`src/rtl/if_fetch_stage_if.sv`:
```
// Fetch-stage bus bundle: the synchronous-read instruction memory port plus
// the presentation signals handed to decode.
// master = fetch stage, slave = imem/decode side.
interface if_fetch_stage_if #(
  parameter int IMEM_AW = 10
) ();
  logic [IMEM_AW-1:0] imem_addr_o;
  logic [31:0]        imem_rdata_i;
  logic               id_valid_o;
  logic [31:0]        id_pc_o;
  logic [31:0]        id_instr_o;
  logic [31:0]        id_pc4_o;

  modport master (
    output imem_addr_o,
    input  imem_rdata_i,
    output id_valid_o,
    output id_pc_o,
    output id_instr_o,
    output id_pc4_o
  );

  modport slave (
    input  imem_addr_o,
    output imem_rdata_i,
    input  id_valid_o,
    input  id_pc_o,
    input  id_instr_o,
    input  id_pc4_o
  );
endinterface

```
`src/rtl/if_fetch_stage.sv`:
```
// Instruction-fetch stage: owns the PC and drives a 1-cycle-latency imem.
// The fetched word is presented to decode together with its PC and PC+4.
// A misaligned redirect parks the stage in a sticky FAULT state.
// Optional macro IF_PERF_CNT_EN adds saturating fetch/stall counters.
//
// state | meaning
// BOOT  | first cycle after reset, fetching the word at PC_RESET
// RUN   | normal fetch; the presented instruction is valid
// FAULT | misaligned redirect seen; frozen until reset
module if_fetch_stage #(
  parameter logic [31:0] PC_RESET = 32'h0000_3000,
  parameter int          IMEM_AW  = 10
) (
  input  logic                  clk,
  input  logic                  rst_n,
  input  logic                  stall_i,
  input  logic                  redirect_valid_i,
  input  logic [31:0]           redirect_pc_i,
  if_fetch_stage_if.master      bus,
`ifdef IF_PERF_CNT_EN
  output logic [31:0]           perf_fetch_o,
  output logic [31:0]           perf_stall_o,
`endif
  output logic                  fault_o
);

  typedef enum logic [1:0] {
    BOOT  = 2'd0,
    RUN   = 2'd1,
    FAULT = 2'd2
  } state_t;

  state_t      state_q, state_d;
  logic [31:0] pc_q, pc_d;
  logic [31:0] npc;
  logic        redirect_ok;
  logic        fetch_ev;
  logic        stall_ev;

  // Byte address -> imem word index relative to PC_RESET; wraps silently.
  function automatic logic [IMEM_AW-1:0] word_idx(input logic [31:0] a);
    return IMEM_AW'((a - PC_RESET) >> 2);
  endfunction

  assign redirect_ok = redirect_valid_i && (redirect_pc_i[1:0] == 2'b00);

  // State and PC registers.
  always_ff @(posedge clk or negedge rst_n) begin
    if (!rst_n) begin
      state_q <= BOOT;
      pc_q    <= PC_RESET;
    end else begin
      state_q <= state_d;
      pc_q    <= pc_d;
    end
  end

  // Next-state / next-PC selection and the combinational imem address.
  always_comb begin
    state_d          = state_q;
    pc_d             = pc_q;
    npc              = pc_q;
    fetch_ev         = 1'b0;
    stall_ev         = 1'b0;
    bus.imem_addr_o  = word_idx(pc_q);
    case (state_q)
      BOOT: begin
        // Inputs ignored: the first fetch is always PC_RESET.
        state_d         = RUN;
        pc_d            = PC_RESET;
        bus.imem_addr_o = word_idx(PC_RESET);
      end
      RUN: begin
        if (redirect_ok) begin
          npc      = redirect_pc_i;
          fetch_ev = 1'b1;
        end else if (redirect_valid_i) begin
          // Misaligned target: keep the last good PC and stop.
          npc     = pc_q;
          state_d = FAULT;
        end else if (stall_i) begin
          npc      = pc_q;
          stall_ev = 1'b1;
        end else begin
          npc      = pc_q + 32'd4;
          fetch_ev = 1'b1;
        end
        pc_d            = npc;
        bus.imem_addr_o = word_idx(npc);
      end
      FAULT: begin
        state_d = FAULT;
      end
      default: begin
        state_d = BOOT;
        pc_d    = PC_RESET;
      end
    endcase
  end

  // Decode-facing outputs; instruction is forced to a NOP when not valid.
  always_comb begin
    bus.id_valid_o = (state_q == RUN);
    bus.id_pc_o    = pc_q;
    bus.id_pc4_o   = pc_q + 32'd4;
    bus.id_instr_o = (state_q == RUN) ? bus.imem_rdata_i : 32'h0;
    fault_o        = (state_q == FAULT);
  end

`ifdef IF_PERF_CNT_EN
  // Saturating performance counters; a redirect counts as a fetch.
  always_ff @(posedge clk or negedge rst_n) begin
    if (!rst_n) begin
      perf_fetch_o <= 32'h0;
      perf_stall_o <= 32'h0;
    end else begin
      if (fetch_ev && (perf_fetch_o != 32'hFFFF_FFFF))
        perf_fetch_o <= perf_fetch_o + 32'd1;
      if (stall_ev && (perf_stall_o != 32'hFFFF_FFFF))
        perf_stall_o <= perf_stall_o + 32'd1;
    end
  end
`else
  // Event strobes only feed the optional counters.
  logic unused_ev;
  assign unused_ev = fetch_ev ^ stall_ev;
`endif

endmodule

```
`src/flat_wrapper.sv`:
```
// flat-port wrapper written by rule: the top's interface ports become plain ports
module if_fetch_stage_flat 
#(
  parameter logic [31:0] PC_RESET = 32'h0000_3000,
  parameter int          IMEM_AW  = 10
)
  (clk, rst_n, stall_i, redirect_valid_i, redirect_pc_i, fault_o, bus_imem_addr_o, bus_imem_rdata_i, bus_id_valid_o, bus_id_pc_o, bus_id_instr_o, bus_id_pc4_o);
  if_fetch_stage_if #(.IMEM_AW(IMEM_AW)) bus_i ();
  input  logic clk;
  input  logic rst_n;
  input  logic stall_i;
  input  logic redirect_valid_i;
  input  logic [31:0] redirect_pc_i;
  output logic fault_o;
  output wire logic [$bits(bus_i.imem_addr_o)-1:0] bus_imem_addr_o;
  input wire logic [$bits(bus_i.imem_rdata_i)-1:0] bus_imem_rdata_i;
  output wire logic [$bits(bus_i.id_valid_o)-1:0] bus_id_valid_o;
  output wire logic [$bits(bus_i.id_pc_o)-1:0] bus_id_pc_o;
  output wire logic [$bits(bus_i.id_instr_o)-1:0] bus_id_instr_o;
  output wire logic [$bits(bus_i.id_pc4_o)-1:0] bus_id_pc4_o;
  assign bus_imem_addr_o = bus_i.imem_addr_o;
  assign bus_i.imem_rdata_i = bus_imem_rdata_i;
  assign bus_id_valid_o = bus_i.id_valid_o;
  assign bus_id_pc_o = bus_i.id_pc_o;
  assign bus_id_instr_o = bus_i.id_instr_o;
  assign bus_id_pc4_o = bus_i.id_pc4_o;
  if_fetch_stage #(.PC_RESET(PC_RESET), .IMEM_AW(IMEM_AW)) u_core (.clk(clk), .rst_n(rst_n), .stall_i(stall_i), .redirect_valid_i(redirect_valid_i), .redirect_pc_i(redirect_pc_i), .bus(bus_i), .fault_o(fault_o));
endmodule
```
`config.mk`:
```
export PLATFORM = sky130hd
export DESIGN_NAME = if_fetch_stage_flat
export DESIGN_NICKNAME = d
export VERILOG_FILES = /design/src/rtl/if_fetch_stage_if.sv /design/src/rtl/if_fetch_stage.sv /design/src/flat_wrapper.sv
export SDC_FILE = /design/constraint.sdc
export NUM_CORES = 1
export LEC_CHECK = 0
export BUFFER_PORTS_ARGS = -buffer_cell sky130_fd_sc_hd__buf_2
export CAP_MARGIN = 5
export CORE_UTILIZATION = 46
export CTS_BUF_LIST = sky130_fd_sc_hd__clkbuf_8
export DETAILED_ROUTE_END_ITERATION = 10
export MAX_ROUTING_LAYER = met4
export PLACE_DENSITY = 0.84
export SLEW_MARGIN = 20
export SYNTH_ARGS = -nofsm -noshare
export SYNTH_HDL_FRONTEND = slang
export SYNTH_SLANG_ARGS = --single-unit
```
`constraint.sdc`:
```
create_clock -name clk -period 2.7 [get_ports clk]
set_input_delay 0.405 -clock clk [delete_from_list [all_inputs] [get_ports clk]]
set_output_delay 0.405 -clock clk [all_outputs]
set_load 0.005 [all_outputs]
```
* Word level (Yosys, flattened, before mapping)
Cells that the tools add are included.
** Cells by class
- Equal/unequal tests :: 4
- Reduce and logical (&&, ||, !) cells :: 4
- Add/sub/neg operators :: 3
- Mux-type cells :: 10
** Operator list (number)
- 32-bit 2-to-1 mux :: 5
- 32-bit case mux with 2 select lines :: 1
- 32-bit by 3-bit adder with 32-bit output, second input constant :: 1
- 12-bit by 1-bit subtractor with 12-bit output, second input constant :: 2
- 10-bit case mux with 2 select lines :: 1
- 2-bit case mux with 3 select lines :: 1
- 2-bit zero test :: 2
- 2-bit 2-to-1 mux :: 2
- 2-bit != test, second input constant :: 2
- 2-bit by 1-bit equality test with 1-bit output, second input constant :: 1
- 2-bit equality test, second input constant :: 1
- 2-bit AND reduction :: 1
- 1-bit logical AND :: 1
** Storage, ports and cells
- Input port bits :: 68
- Word-level logic and storage cells :: 23
- Bits in registers :: 34

* Depth between registers and ports, before layout
- Depth after elaboration :: 7
- Mapped depth :: 8
- Depth with buffers taken out :: 7

* Worst setup path before layout
Ideal clock, no wire load.
- Path type :: reg2out
- Start point :: register u_core.pc_q[3], in the netlist u_core.bus.id_pc_o[3]
- End point :: output bus_id_pc4_o[28]
- Required time :: 2.295 ns
- Data arrival time :: 1.655 ns
- Stages on the path, launching flop included :: 7
- Slack :: 0.640 ns
- Path through :: dfrtp_1 > ha_1 > nand2_2 > nor4_4 > buf_4 > nand4_1 > xnor2_1
** On the way
- Longest elaborated chain between the ends :: 1
** Ends and longest elaborated chain
- start, declared :: RTL line if_fetch_stage.sv:34 : logic [31:0] pc_q, pc_d;
- start signal, assigned :: RTL line if_fetch_stage.sv:54 : pc_q <= pc_d;
- 32-bit by 3-bit adder with 32-bit output :: RTL line if_fetch_stage.sv:105 : bus.id_pc4_o = pc_q + 32'd4;
- end, declared :: RTL line flat_wrapper.sv:20 : output wire logic [$bits(bus_i.id_pc4_o)-1:0] bus_id_pc4_o;
Every way passes these cells.

* Final worst setup path
- Start point :: register u_core.pc_q[2], in the netlist u_core.bus.id_pc_o[2]
- End point :: output bus_id_pc4_o[24]
The elaborated chain is that of the path after synthesis.

==> results.txt <==
----------------------------------------------------
[Clocking]
  Total of hold buffers inserted after clock tree synthesis ... 0
  Setup bufs post-CTS ... 0
  Clock latency on the worst-skew pair ... 0.29 ns
  TritonCTS clock tree ... yes
  Number of buffers on the longest clock path ... 2
  Number of cells upsized or downsized after cts ... 0
  CTS buffer count ... 5
  Clk Tree Root Cell ... sky130_fd_sc_hd__clkbuf_8
  Number of H-tree levels ... 2
  Num Clock Sinks ... 34
  Clock-pin slew reported for the worst setup and hold paths after clock tree synthesis ... around 0.08 ns

[Routing]
  Via density ... between 5 and 6
  Detail-routed net length per standard cell ... roughly 16 um
  Iteration-0 DRC count of the detailed router ... about 350
  Final antenna-violating net count ... 0
  Number of detailed-routing iterations run before antenna repair ... 6
  Final wirelength ... 10,100 um
  DRC Markers ... 0
  Number of vias in the routed layout ... 3,635

[Pwr]
  Final Total Pwr ... ~2.3 mW
  Switching power summed over all nets ... 0.984 mW
  Clock Power Share ... roughly 18%
  Seq pwr share ... 29.2%
  Lkg Pwr ... ~2.2 nW
  Peak VDD IR ... between 0.0003 and 0.0004 V
  Power Internal ... 1.27 mW
  Combinational group share of total power ... ~53%
  Net Sw Frac ... a little over two fifths
  Power Dens Cells ... around 560 mW/mm^2

[Logic synthesis]
  Async SR Flop Fraction ... between 90% and 100%
  EDFF count, synth ... 0
  Gate Count Post-Synth ... around 380
  Sequential area share after synthesis ... between 20% and 30%
  Dominant register cell in the synthesized netlist ... sky130_fd_sc_hd__dfrtp_1
  Netlist Area Pre-Place ... 0.00303 mm^2
  Post-synthesis register bit count ... 34
  Yosys warns ... 0
  Post-synthesis net count ... around 450
  Post-Synthesis Mean Instance Area ... between 7 and 8 um^2
  Post-synthesis cell type count ... 59

[Cells and area]
  Most frequent cells in the layout ... sky130_fd_sc_hd__buf_2 (175), sky130_fd_sc_hd__nand2_1 (53), sky130_fd_sc_hd__and2_1 (34)
  Total Nets Final ... 613
  Antenna Cells ... 0
  Number of filler cells placed in the layout ... about 530
  Share of cells above drive strength 1 ... roughly two fifths
  Synthesis-to-layout area growth ... 32.4%
  Fin cells ... between 600 and 700
  Layout Utilization ... 63.1%
  Most common library cell in the layout ignoring fill and taps ... sky130_fd_sc_hd__buf_2

[Placement]
  Routability Congestion ... roughly 0.94
  Detail Placement HPWL ... approximately 7500 um
  Cell count after placement ... roughly 600
  PortBufs ... about 180

[Critical path]
  Worst R2R Setup Slack ... between 0.5 and 0.6 ns
  Worst path required time ... between 2 and 2.5 ns
  Sort of element at the start of the critical path ... register
  Critical-path cell with the highest stage delay ... sky130_fd_sc_hd__dfrtp_1
  Setup Crit Path Kind ... register to output pin
  Max FO, Critical Path ... 11
  Ordered cell list for the critical path ... ha_1 > nand2_2 > nor4_4 > buf_6 > nand4_2 > xnor2_1 > buf_2
  Signal arrival time at the worst endpoint ... about 2.2 ns
  Kind of end point of the critical path ... output pin
  Delay of the slowest cell on the worst path ... between 0.4 and 0.5 ns

[STA]
  Relative slew margins ... 46.4%
  Max Freq ... about 0.38 GHz
  Final number of hold-violating endpoints ... 0
  Actual slew at the worst max-slew pin ... a little over 0.8 ns
  Post-Route Hold Slack ... about 0.19 ns
  Post-Route Setup TNS ... 0 ns
  Final cycle utilization of the critical path ... a little over nine tenths
  Post-Route Skew ... roughly 0.0092 ns
  Final setup violating endpoints ... 0
  Setup repair after global routing missed its margin ... false
  Max-slew violation count ... 0
  Min cycle time layout ... around 2.6 ns

[GRT]
  Number of global-route vias before repair ... roughly 3,300
  Global-route wire length before repair ... 16,200 um
  GR Util met3 ... roughly 8%
  Met2 Usage GRT ... around 46%
  Antenna violations before repair ... 0
  Met1 Usage GRT ... 37.4%
  Most used routing layer in global routing ... met2
  GRT Total Usage ... roughly 30%
  GR Overflow Total ... 0
  Pin count of the biggest net entering global routing ... 35

[Run status]
  Result of the run ... complete, no violations

[Floorplan]
  Initial Utilization ... approximately 48%
  Die height ... 83.1 um
  Core footprint ... approximately 0.0063 mm^2
  Row Count ... 29
  Chip Width ... approximately 83 um
  Total Die Area ... approximately 0.0069 mm^2
  IO Count ... around 180

[Run]
  Max capacitance violation total ... 0

[Min path]
  Type of the worst min-delay path ... input port to asynchronous set/reset pin

----------------------------------------------------
[power groups by stage]
| stage | Sequential, mW | Combinational (mW) | Clock (mW) |
|---|---|---|---|
| 2_1_floorplan | 0.622 | 0.719 | 0 |
| 3_3_place_gp | 0.658 | 1.15 | 0 |
| 3_5_place_dp | 0.663 | 1.18 | 0 |
| 4_1_cts | 0.654 | 1.18 | 0.397 |
| 5_1_grt | 0.665 | 1.30 | 0.430 |
| 6_report | 0.657 | 1.20 | 0.397 |
[area by class of cell]
type	instances	area (um^2)	area share, %
Sequential cell	34	855	21.3
Timing Repair Buffer	189	985	24.6
Multi-Input combinational cell	297	1930	48.2
Clock buffer	6	82.6	2.06
Tap cell	77	96.3	2.40
Inverter	13	48.8	1.22
Clock inverter	2	8.76	0.218
[synth_stat cells, drive strengths merged, types with 4 or more instances]
cell	number	share of area, %
a32o	4	1.3
nor4	4	1.8
o21ai	25	4.1
inv	13	1.6
dfrtp	32	26
o31a	5	1.4
o31ai	4	0.99
ha	5	2.1
a22o	7	2.0
and3	4	0.83
nand4	14	4.0
nand2	54	6.8
o311ai	5	1.4
clkbuf	14	1.7
o22ai	6	1.2
nand3	14	3.1
xnor2	23	6.7
a31oi	5	1.0
a22oi	5	1.2
xor2	9	2.6
a21oi	11	1.8
and2	34	7.0
buf	21	4.6
nor3	7	1.3
nor2	20	2.6
[cells by family after synthesis]
family	count (synthesis)	synth area share [%]
AOI/OAI and AO/OA	93	21.2
xor gates and xnor gates	32	9.26
adders and majority gates	5	2.07
buffers and inverters	48	7.98
DFF	34	28.2
muxes	1	0.331
and+or+nand+nor	166	31.0
[per-layer routing]
| layer | share of wire, % | routed length (um) |
|---|---|---|
| met2 | 49 | 4930 |
| met3 | 9.0 | 908 |
| met1 | 40 | 4070 |
| met5 | 0 | 0 |
| met4 | 2.1 | 214 |
[metrics by stage]
step / cell area (um^2) / setup WS [ns]
after floorplan: 3030 / 0.640
final: 4010 / 0.0650
after global routing: 4010 / 0.0114
after global placement: 3910 / 0.438
after CTS: 4000 / 0.0539
after detailed placement: 3910 / 0.383
[path summary, 6_finish.rpt]
path	startpoint	end	cells past startpoint
worst max-delay path	u_core.bus.id_pc_o[2]	bus_id_pc4_o[24]	7
worst min-delay path	rst_n	u_core.bus.id_pc_o[17]	1
worst max register to register	u_core.bus.id_pc_o[2]	u_core.bus.id_pc_o[24]	7
worst min register to register	u_core.bus.id_pc_o[1]	u_core.bus.id_pc_o[1]	1
max in group asynchronous	rst_n	u_core.bus.id_pc_o[3]	1
min in group clk	redirect_pc_i[20]	u_core.bus.id_pc_o[20]	3
[flip-flops by register name (all words and copies together) (netlist names)]
register	cells
u_core.state_q	2
u_core.bus.id_pc_o	32
[critical path, delay by kind of cell (launching register included)]
kind                     cells  cell delay, ns
XOR/XNOR                     1            0.23
adder cells (fa/ha/maj)      1            0.27
buffers and inverters        2            0.36
flip-flops                   1            0.44
AND/OR/NAND/NOR              3            0.63
(Power assumes the default switching activity.)
